--- src/rtl/booth_ctrl_pkg.sv ---
// Shared types and sizing helpers for the Booth/SRT iteration sequencers.
// Optional early termination is enabled by defining BOOTH_EARLY_TERM_EN.
package booth_ctrl_pkg;

    typedef enum logic [1:0] {
        IDLE = 2'd0,
        LOAD = 2'd1,
        RUN  = 2'd2,
        DONE = 2'd3
    } booth_state_t;

    // Ceiling division: the final step may retire fewer than r real bits.
    function automatic int num_steps(input int k, input int r);
        return (k + r - 1) / r;
    endfunction

    function automatic int cnt_width(input int n);
        return (n < 1) ? 1 : $clog2(n + 1);
    endfunction

endpackage

--- src/rtl/booth_step_counter.sv ---
// Step counter with clear, enable and terminal-count flag (cnt == N-1).
// Saturates at N-1; BOOTH_EARLY_TERM_EN does not affect this block.
module booth_step_counter #(
    parameter int N  = 3,
    parameter int CW = 2
) (
    input  logic          clk,
    input  logic          rst,
    input  logic          clr,
    input  logic          en,
    output logic [CW-1:0] cnt,
    output logic          tc
);

    localparam logic [CW-1:0] LAST = CW'(N - 1);

    // Clear wins over enable so an abort or final step always returns to zero.
    always_ff @(posedge clk or negedge rst) begin
        if (!rst) begin
            cnt <= '0;
        end else if (clr) begin
            cnt <= '0;
        end else if (en && !tc) begin
            cnt <= cnt + CW'(1);
        end
    end

    assign tc = (cnt == LAST);

endmodule

--- src/rtl/booth_seq_ctrl.sv ---
// Radix-2^R Booth iteration sequencer: start/busy/done handshake, load pulse, step strobes.
// Define BOOTH_EARLY_TERM_EN to let zero_rem_i end the run before step N-1.
module booth_seq_ctrl
    import booth_ctrl_pkg::*;
#(
    parameter int K = 8,
    parameter int R = 3
) (
    input  logic                                   clk,
    input  logic                                   rst,
    input  logic                                   start_i,
    input  logic                                   abort_i,
    input  logic                                   zero_rem_i,
    output logic                                   busy_o,
    output logic                                   load_o,
    output logic                                   step_en_o,
    output logic [cnt_width(num_steps(K, R))-1:0]  step_idx_o,
    output logic                                   last_o,
    output logic                                   done_o
);

    localparam int N  = num_steps(K, R);
    localparam int CW = cnt_width(N);

    booth_state_t  state;
    booth_state_t  state_nxt;
    logic [CW-1:0] cnt;
    logic          tc;
    logic          early;
    logic          last_step;
    logic          cnt_clr;
    logic          cnt_en;

`ifdef BOOTH_EARLY_TERM_EN
    // This is the only input-to-output path, and it exists only in this build.
    assign early = zero_rem_i;
`else
    logic unused_zero_rem;
    assign unused_zero_rem = zero_rem_i;
    assign early           = 1'b0;
`endif

    assign last_step = (state == RUN) && (tc || early);
    assign cnt_clr   = (state != RUN) || abort_i || last_step;
    assign cnt_en    = (state == RUN);

    booth_step_counter #(
        .N  (N),
        .CW (CW)
    ) u_cnt (
        .clk (clk),
        .rst (rst),
        .clr (cnt_clr),
        .en  (cnt_en),
        .cnt (cnt),
        .tc  (tc)
    );

    always_ff @(posedge clk or negedge rst) begin
        if (!rst) begin
            state <= IDLE;
        end else begin
            state <= state_nxt;
        end
    end

    // Abort outranks every other transition, including a start seen in IDLE.
    always_comb begin
        state_nxt = state;
        unique case (state)
            IDLE: if (!abort_i && start_i) state_nxt = LOAD;
            LOAD: state_nxt = abort_i ? IDLE : RUN;
            RUN:  begin
                if (abort_i) begin
                    state_nxt = IDLE;
                end else if (last_step) begin
                    state_nxt = DONE;
                end
            end
            DONE: state_nxt = IDLE;
            default: state_nxt = IDLE;
        endcase
    end

    always_comb begin
        busy_o     = (state != IDLE);
        load_o     = (state == LOAD);
        step_en_o  = (state == RUN);
        step_idx_o = (state == RUN) ? cnt : '0;
        last_o     = last_step;
        done_o     = (state == DONE);
    end

endmodule

--- config.mk ---
export PLATFORM = sky130hd
export DESIGN_NAME = booth_seq_ctrl
export DESIGN_NICKNAME = d
export VERILOG_FILES = /design/src/rtl/booth_ctrl_pkg.sv /design/src/rtl/booth_step_counter.sv /design/src/rtl/booth_seq_ctrl.sv
export SDC_FILE = /design/constraint.sdc
export NUM_CORES = 1
export LEC_CHECK = 0
export BUFFER_PORTS_ARGS = -buffer_cell sky130_fd_sc_hd__buf_2
export CORE_AREA = 2 2 39 41
export DETAILED_ROUTE_END_ITERATION = 7
export DIE_AREA = 0 0 41 43
export PLACE_DENSITY = 0.46
export SLEW_MARGIN = 0
export SYNTH_ARGS = -nofsm -noshare
export SYNTH_HDL_FRONTEND = slang
export SYNTH_SLANG_ARGS = --single-unit
export TNS_END_PERCENT = 20
--- constraint.sdc ---
create_clock -name clk -period 0.9 [get_ports clk]
set_clock_uncertainty 0.05 [all_clocks]
set_input_delay 0.18 -clock clk [delete_from_list [all_inputs] [get_ports clk]]
set_output_delay 0.18 -clock clk [all_outputs]
set_load 0.05 [all_outputs]
==> summary.md, run 1 <==
| Metric | Value |
|---|---|
| Slew Limit Fails | `0` |
| Crit. End Element | `output port` |
| Critical-path cell list | `nand2b_4 -> inv_8 -> and2_4 -> buf_8` |
| RSZ-0062 raised after global routing | `yes` |
| Post-synthesis xor/xnor area fraction | `0` |
| Syn Inst Count | `19` |
| Critical path's slowest cell | `dfrtp_2` |
| Worst Path Required | `between 0.6 and 0.7 ns` |
| Starting DRT DRC Count | `1` |
| DR vias/cell | `roughly 3.7` |
| Die Wd | `41 um` |
| Final nets | `a little under 50` |
| Drt pass-1 iters | `2` |
| # setup viols final | `11` |
| Worst min path class | `input pin to register` |
| Critical path launch point type | `register` |
| Int Pwr | `432 uW` |
| Pin count of the biggest net entering global routing | `6` |
| Antenna violations before repair | `0` |
| Status | `complete, but fails checks` |
| Fin crit share | `1.52` |
| Global route overflow | `0` |
| Number of synthesized register bits | `4` |
| Row cnt | `14` |
| LEAKAGE | `~0.00023 uW` |
| CP delay by family, top | `flip-flops` |
| Die area | `1760 um^2` |
| DP HPWL | `437 um` |
| Final hold violations | `0` |
| Io pins | `12` |
| Setup ws final | `-0.466 ns` |
| Mux share of post-synthesis cell area | `0.0494` |
| Crit Path Max Fanout | `5` |
| Ant. Diodes | `0` |
| Netlist cell types | `14` |
| Net Sw Power | `193 uW` |
| Sequential power share | `0.318` |
| Synth Area in Simple Gates | `0.309` |
| Total Routed Length | `534 um` |
| Max clock buf depth | `2` |
| Synth-to-layout area growth | `139%` |
| Clock Pin Slew Worst Setup and Hold Paths | `~0.040 ns` |
| Skew-Pair Late Insertion Delay | `0.24 ns` |
| Largest family of logic cells by synthesized area | `simple AND/OR/NAND/NOR gates` |
| Minimum clock period | `approximately 1.4 ns` |
| Sw Share | `0.308` |
| Hold slack | `0.149 ns` |
| GP Congestion | `about 0.75` |
| DR vias | `217` |
| Buffers & Inverters on Critical Path | `2` |
| Pre-CTS setup slack | `-0.312 ns` |
| Combinational group share of total power | `0.273` |
| Maxcap violations | `0` |
| Peak VDD IR | `~0.67 mV` |
| Clk sinks | `4` |
| Drt wl/cell | `between 9 and 10 um` |
| Vias in the first global route | `between 200 and 250` |
| CTS root buf | `clkbuf_4` |
| CP Class | `register to output port` |
| Die Ht | `43 um` |
| Total GRT Usage | `0.0876` |
| Adder-Cell Fraction of Synth Area | `0.0617` |
| Clock Power Share | `0.409` |
| Htree depth | `1` |
| Syn_area_per_cell | `between 10 and 15 um^2` |
| FMAX | `732 MHz` |
| CTS tree | `done` |
| Violated checks | `negative setup slack` |
| CP peak stage delay | `between 0.4 and 0.5 ns` |
| Initial Util | `0.146` |
| Syn Std Cell Area | `between 200 and 250 um^2` |
| Core outline area | `~1400 um^2` |
| Syn_nets | `25` |
| Global-route wire length before repair | `952 um` |
| Yosys warning total | `0` |
| CTS buffer count | `3` |
| Antenna viol nets, final | `0` |
| Layout cell share with drive strength beyond 1 | `0.786` |
| IO buf count | `10` |
| Arr. time, crit path | `~1.1 ns` |
| PwrDens | `~1300 nW/um^2` |
| Worst Tran Pin Value | `roughly 0.25 ns` |
| Sequential share of the synthesized area | `0.494` |
| Worst slew margin | `0.832` |
| Drt drc | `0` |
| Synth Area in Compound Gates | `0.0494` |
## metal layers
metal  global-route usage  wire length (um)  vias to the layer above
met5                    0                 0                        -
met4               0.0800                 0                        0
met3               0.0471                31                        0
met2                0.122               317                        5
met1               0.0877               185                      101
li1                     -                 -                      111
## registers in the layout (all words and copies together), names as in the netlist
register   count
u_cnt.cnt      2
state          2
## power by group through the flow
stage               sequential [uW]  combinational (uW)  clock (uW)
floorplan                       202                87.9           0
global placement                201                 136           0
detailed placement              201                 138           0
CTS                             199                 158         265
global route                    201                 182         286
finish                          199                 171         256
## placed cells by master (no fill, tap or decap), types with 2 or more instances in the layout
cell type,Yosys,routed
buf_2,0,4
and2_4,0,2
buf_4,0,8
dfrtp_1,4,3
clkbuf_4,0,3
nor4_4,0,2
buf_8,0,3
buf_6,0,3
## cells in the mapped netlist
library cell | count | area, um^2
dfrtp_1 | 4 | 100
and2_1 | 2 | 12.5
nor4_1 | 2 | 12.5
and2_2 | 1 | 7.51
ha_1 | 1 | 12.5
inv_1 | 1 | 3.75
inv_2 | 1 | 3.75
mux2i_1 | 1 | 10.0
nand2b_2 | 1 | 8.76
nor2_1 | 1 | 3.75
nor2b_1 | 1 | 6.26
nor3_1 | 1 | 5.00
o21ba_1 | 1 | 10.0
or2_1 | 1 | 6.26
## per-stage QoR
stage	instance area [um^2]	power, uW	cells	util	TNS [ns]
global route	484	668	58	0.350	-4.28
finish	484	625	58	0.350	-3.65
CTS	439	622	57	0.317	-3.90
detailed placement	359	339	52	0.259	-2.49
floorplan	236	290	19	-	-1.41
global placement	359	336	52	0.259	-2.29
## path summary, 6_finish.rpt
check | start | end | slack (ns) | cells past startpoint
max | state[1] | last_o | -0.47 | 4
min | abort_i | u_cnt.cnt[1] | 0.15 | 2
max reg2reg | u_cnt.cnt[0] | state[0] | -0.20 | 5
min reg2reg | state[0] | state[0] | 0.49 | 2
max in group asynchronous | rst | state[1] | 0.45 | 2
min in group asynchronous | rst | state[0] | 0.22 | 2
## kinds of logic after synthesis
logic type / count (synthesis)
AND/OR/NAND/NOR: 10
multiplexers: 1
buffers and inverters: 2
AO/OA/AOI/OAI: 1
flip-flops: 4
adder cells (fa/ha/maj): 1
## cell type report
class / count / area (um^2)
timing repair buffer: 19 / 169
sequential: 4 / 101
fill: 150 / 900
inverter: 2 / 15.0
multi-input combinational: 13 / 153
clock buffer: 4 / 26.3
tap: 16 / 20.0
## worst register-to-register path, stage by stage, from the launching register on
cell     delay [ns]
dfrtp_1        0.38
inv_2          0.06
ha_2           0.17
buf_4          0.14
mux2i_1        0.08
nor3_1         0.14
## what timing repair did
action                                  in CTS  in global routing
pin swaps                                    2                  0
endpoints found under the setup margin      11                 11
hold buffers                                 1                  0
gates resized for setup                     13                  8
buffers inserted                             0                  1
endpoints found under the hold margin        4                  0
cloned                                       0                  0
(Power assumes the default switching activity.)
==> inputs of run 2 (changes only) <==
Settings changed: CTS_BUF_LIST set to sky130_fd_sc_hd__clkbuf_16.
==> summary.md, run 2 (synthesized netlist as in run 1, its figures left out) <==
| Metric | Value |
|---|---|
| Status | `complete, but fails checks` |
| Cell Area, Placed | `359 um^2 (unchanged)` |
| FMAX | `744 MHz (+1.7%)` |
| CTS tree | `done` |
| Die Wd | `41 um (unchanged)` |
| Worst Path Required | `0.67 ns (about the same)` |
| Buffers & Inverters on Critical Path | `2 (unchanged)` |
| Row cnt | `14 (unchanged)` |
| Antenna viol nets, final | `0 (unchanged)` |
| Total Routed Length | `510 um (-4.5%)` |
| Worst slew margin | `0.841 (+0.00837)` |
| Worst Tran Pin Value | `0.237 ns (-0.0165 ns)` |
| LEAKAGE | `0.000249 uW (+9.1%)` |
| Critical path launch point type | `register` |
| Pin count of the biggest net entering global routing | `6 (unchanged)` |
| CP delay by family, top | `flip-flops` |
| Core outline area | `1380 um^2 (unchanged)` |
| Cell area after layout | `517 um^2 (+6.7%)` |
| Maxcap violations | `0 (unchanged)` |
| CTS buffer count | `3 (unchanged)` |
| DR vias | `212 (-2.3%)` |
| Clock Pin Slew Worst Setup and Hold Paths | `0.03 ns (about the same)` |
| # setup viols final | `11 (unchanged)` |
| Drt pass-1 iters | `1 (-1)` |
| Slew Limit Fails | `0 (unchanged)` |
| Layout cell share with drive strength beyond 1 | `0.756 (-0.0296)` |
| Drt drc | `0 (unchanged)` |
| Ant. Diodes | `0 (unchanged)` |
| CP peak stage delay | `0.44 ns (about the same)` |
| Clk sinks | `4 (unchanged)` |
| DR vias/cell | `3.72 (-0.59%)` |
| Arr. time, crit path | `1.11 ns (-0.03 ns)` |
| Die area | `1760 um^2 (unchanged)` |
| Hold slack | `0.133 ns (-0.0161 ns)` |
| Violated checks | `negative setup slack` |
| IO buf count | `10 (unchanged)` |
| Crit Path Max Fanout | `5 (unchanged)` |
| Fillers | `144 (-4.0%)` |
| CP Class | `register to output port` |
| Global-route wire length before repair | `952 um (unchanged)` |
| Starting DRT DRC Count | `0 (-1)` |
| Vias in the first global route | `239 (+0.42%)` |
| Total GRT Usage | `0.0846 (-0.00302)` |
| CTS root buf | `clkbuf_16` |
| RSZ-0062 raised after global routing | `yes` |
| Setup ws final | `-0.443 ns (+0.0232 ns)` |
| Worst min path class | `input pin to register` |
| Final nets | `48 (-2.0%)` |
| Most common cell after layout, fill and taps aside | `buf_4` |
| Critical path's slowest cell | `dfrtp_2` |
| PwrDens | `2060 nW/um^2 (+59%)` |
| Max clock buf depth | `2 (unchanged)` |
| Post-CTS Setup Inserts | `0 (unchanged)` |
| Drt wl/cell | `8.95 um (-2.8%)` |
| Minimum clock period | `1.34 ns (-0.0232 ns)` |
| Top Registers | `state (2), u_cnt.cnt (2)` |
| Io pins | `12 (unchanged)` |
| Final hold violations | `0 (unchanged)` |
| Die Ht | `43 um (unchanged)` |
| Critical-path cell list | `nand2b_4 -> inv_8 -> and2_4 -> buf_8` |
| Synth-to-layout area growth | `155%` |
| Crit. End Element | `output port` |
| Peak VDD IR | `1.24 mV (+86%)` |
| Global route overflow | `0 (unchanged)` |
| GP Congestion | `0.750 (unchanged)` |
| DP HPWL | `437 um (unchanged)` |
| Antenna violations before repair | `0 (unchanged)` |
| Initial Util | `0.146 (unchanged)` |
| Skew-Pair Late Insertion Delay | `0.22 ns (-0.02 ns)` |
| Fin crit share | `1.49 (-0.0258)` |
| Htree depth | `1 (unchanged)` |
run 2: cell types whose count changed in the layout (fill, tap and decap cells not counted):
cell       delta
buf_2         -1
clkbuf_1      -1
clkbuf_16     +3
clkbuf_4      -3
inv_1         +1
nor4_1        +1
nor4_4        -1
run 2: stage by stage:
step            util  setup TNS, ns  instances  worst slack, ns  total power (uW)
5_1_grt        0.373          -4.05         57           -0.487              1120
6_report       0.373          -3.43         57           -0.443              1060
3_3_place_gp   0.259          -2.29         52           -0.297               336
3_5_place_dp   0.259          -2.49         52           -0.312               339
2_1_floorplan      -          -1.41         19           -0.248               290
4_1_cts        0.357          -3.66         57           -0.456              1070
run 2: routing by layer:
layer,share of wire,GRT usage
met1,0.37,0.0877
met2,0.57,0.122
met3,0.053,0.0314
met4,0,0.0800
met5,0,0
run 2: report_power, final:
part           internal (uW)  leakage (uW)  switching [uW]  total, uW
registers                190     0.0000529            9.31        199
logic                   73.8      0.000154            90.4        164
clock network            573     0.0000423             126        699
total                    837      0.000249             225       1060
run 2: cell type report:
type | count | area (um^2) | share of cell area
flip-flops and latches | 4 | 101 | 0.196
multi-input cells | 13 | 138 | 0.266
clock inverters | 1 | 3.75 | 0.00726
inverters | 2 | 15.0 | 0.0291
repair buffers | 18 | 164 | 0.317
well taps | 16 | 20.0 | 0.0387
clock buffers | 3 | 75.1 | 0.145
run 2: path summary, 6_finish.rpt:
| check | startpoint | endpoint | slack [ns] | cells past startpoint |
|---|---|---|---|---|
| max | state[1] | last_o | -0.44 | 4 |
| min | abort_i | u_cnt.cnt[1] | 0.13 | 2 |
| max reg2reg | u_cnt.cnt[0] | u_cnt.cnt[0] | -0.20 | 4 |
| min reg2reg | u_cnt.cnt[0] | u_cnt.cnt[0] | 0.39 | 1 |
| max in group asynchronous | rst | state[1] | 0.42 | 2 |
| min in group asynchronous | rst | state[0] | 0.25 | 2 |
run 2: repair_timing:
action,in CTS,in global routing
hold endpoints to repair,4,0
hold buffers,1,0
resized for setup,14,6
pin swaps,2,0
setup endpoints to repair,11,11
==> inputs of run 3 (changes only) <==
Settings changed: ABC_CLOCK_PERIOD_IN_PS set to 900, RECOVER_POWER set to 50.
==> summary.md, run 3 (synthesized netlist as in run 1, its figures left out) <==
| Metric | Value |
|---|---|
| Antenna violations before repair | `0 (unchanged)` |
| Critical path's slowest cell | `dfrtp_2` |
| FMAX | `744 MHz (unchanged)` |
| Clock Power Share | `0.658 (about the same)` |
| RSZ-0062 raised after global routing | `yes` |
| Status | `complete, but fails checks` |
| R2R Path Start | `u_cnt.cnt[0]` |
| Io pins | `12 (unchanged)` |
| Clk sinks | `4 (unchanged)` |
| Critical-path cell list | `nand2b_4 -> inv_8 -> and2_4 -> buf_8` |
| Setup ws final | `-0.443 ns (unchanged)` |
| Die Wd | `41 um (unchanged)` |
| R2R cell count | `4 (unchanged)` |
| Int Pwr | `836 uW (about the same)` |
| Crit. End Element | `output port` |
| Met3 Use GR | `0.0314 (unchanged)` |
| Fillers | `145 (+0.69%)` |
| Antenna viol nets, final | `0 (unchanged)` |
| Layout cell share with drive strength beyond 1 | `0.732 (-0.0244)` |
| # setup viols final | `11 (unchanged)` |
| Hold Crit Endpoint | `u_cnt.cnt[1]` |
| Synth-to-layout area growth | `154%` |
| Worst Path Required | `0.67 ns (about the same)` |
| Htree depth | `1 (unchanged)` |
| Critical path launch point type | `register` |
| Minimum clock period | `1.34 ns (unchanged)` |
| Commonest non-fill, non-tap cells in the layout | `buf_4, clkbuf_16, buf_8, buf_6, dfrtp_1` |
| Pin count of the biggest net entering global routing | `6 (unchanged)` |
| Combinational group share of total power | `0.154 (about the same)` |
| Arr. time, crit path | `1.11 ns (about the same)` |
| Skew-Pair Late Insertion Delay | `0.22 ns (about the same)` |
| Global route overflow | `0 (unchanged)` |
| Max clock buf depth | `2 (unchanged)` |
| Hold path cells | `2 (unchanged)` |
| Total GRT Usage | `0.0846 (unchanged)` |
| Drt wl/cell | `8.95 um (unchanged)` |
| LEAKAGE | `0.000246 uW (-1.1%)` |
| Gr busiest metal | `met2` |
| Vias in the first global route | `239 (unchanged)` |
| Drt drc | `0 (unchanged)` |
| CP Class | `register to output port` |
| Drt pass-1 iters | `1 (unchanged)` |
| Peak VDD IR | `1.24 mV (about the same)` |
| Hold path start | `abort_i` |
| CTS tree | `done` |
| Maxcap violations | `0 (unchanged)` |
| Ant. Diodes | `0 (unchanged)` |
| IO buf count | `10 (unchanged)` |
| Pre-CTS setup slack | `-0.312 ns (unchanged)` |
| Routing usage on met2 | `0.122 (unchanged)` |
| Fin crit share | `1.49 (unchanged)` |
| Slew Limit Fails | `0 (unchanged)` |
| Setup TNS | `-3.43 ns (unchanged)` |
| Die area | `1760 um^2 (unchanged)` |
| Total Routed Length | `510 um (unchanged)` |
| CTS buffer count | `3 (unchanged)` |
| DP HPWL | `437 um (unchanged)` |
| Final nets | `48 (unchanged)` |
| Top Registers | `state (2), u_cnt.cnt (2)` |
| Core outline area | `1380 um^2 (unchanged)` |
| Net Sw Power | `225 uW (about the same)` |
| RR Endpoint | `u_cnt.cnt[0]` |
| Worst slew margin | `0.841 (unchanged)` |
| Worst Tran Pin Value | `0.237 ns (unchanged)` |
| DR vias/cell | `3.72 (unchanged)` |
| GP Congestion | `0.750 (unchanged)` |
| Worst min path class | `input pin to register` |
| Starting DRT DRC Count | `0 (unchanged)` |
| Final hold violations | `0 (unchanged)` |
| Global-route wire length before repair | `952 um (unchanged)` |
| CTS root buf | `clkbuf_16` |
| Row cnt | `14 (unchanged)` |
| Flop2flop setup slack | `-0.20 ns (about the same)` |
| DR vias | `212 (unchanged)` |
| Clock Pin Slew Worst Setup and Hold Paths | `0.03 ns (about the same)` |
| Initial Util | `0.146 (unchanged)` |
| Met1 GRT Util | `0.0877 (unchanged)` |
| Sw Share | `0.212 (about the same)` |
| Sequential power share | `0.188 (about the same)` |
| CP peak stage delay | `0.44 ns (about the same)` |
| Violated checks | `negative setup slack` |
| PwrDens | `2060 nW/um^2 (+0.19%)` |
| Most common cell after layout, fill and taps aside | `buf_4` |
| Util after Layout | `0.373 (-0.000904)` |
| Die Ht | `43 um (unchanged)` |
| Crit Path Max Fanout | `5 (unchanged)` |
==> run 3: how the worst max path moves through the flow <==
stage               endpoint  cells past startpoint  slack [ns]    startpoint
floorplan             last_o                      3       -0.25      state[0]
global placement      last_o                      4       -0.30      state[0]
detailed placement    last_o                      4       -0.31  u_cnt.cnt[0]
CTS                   last_o                      4       -0.46  u_cnt.cnt[0]
global route          last_o                      4       -0.49      state[0]
finish                last_o                      4       -0.44      state[1]
==> run 3: layout make-up <==
cell class	count	area [um^2]	share of cell area
clock buffers	3	75.1	0.146
clock inverters	1	3.75	0.00728
inverters	2	15.0	0.0291
multi-input cells	13	138	0.267
flip-flops and latches	4	101	0.197
well taps	16	20.0	0.0388
repair buffers	18	163	0.316
==> run 3: timing repair <==
| item | in CTS | in global routing |
|---|---|---|
| endpoints found under the hold margin | 4 | 0 |
| hold buffers | 1 | 0 |
| pin swaps | 2 | 0 |
| endpoints found under the setup margin | 11 | 11 |
| setup buffers | 0 | 0 |
| gates resized for setup | 14 | 6 |
==> run 3: stage by stage <==
step                      hold WS [ns]  power [uW]  std cells  cell area (um^2)
after global placement         -0.0624         336         52               359
after floorplan                 -0.166         290         19               236
after CTS                        0.111        1070         57               494
final                            0.133        1060         57               515
after global routing             0.151        1120         57               515
after detailed placement       -0.0585         339         52               359
==> run 3: power by group through the flow <==
stage	Sequential, uW	Clock, uW	Combinational, uW
floorplan	202	0	87.9
global placement	201	0	136
detailed placement	201	0	138
CTS	200	715	159
global route	201	742	175
finish	199	699	164
==> run 3: per-layer routing <==
layer / part of all wire / wire length, um / vias to the layer above
met2: 0.57 / 293 / 5
met5: 0 / 0 / -
met1: 0.37 / 189 / 98
li1: - / - / 109
met4: 0 / 0 / 0
met3: 0.053 / 27 / 0
==> run 3: critical path: cells and delay by family, from the launching register on <==
family | cells | cell delay (ns)
flip-flops | 1 | 0.44
AND/OR/NAND/NOR | 2 | 0.27
buffers and inverters | 2 | 0.18
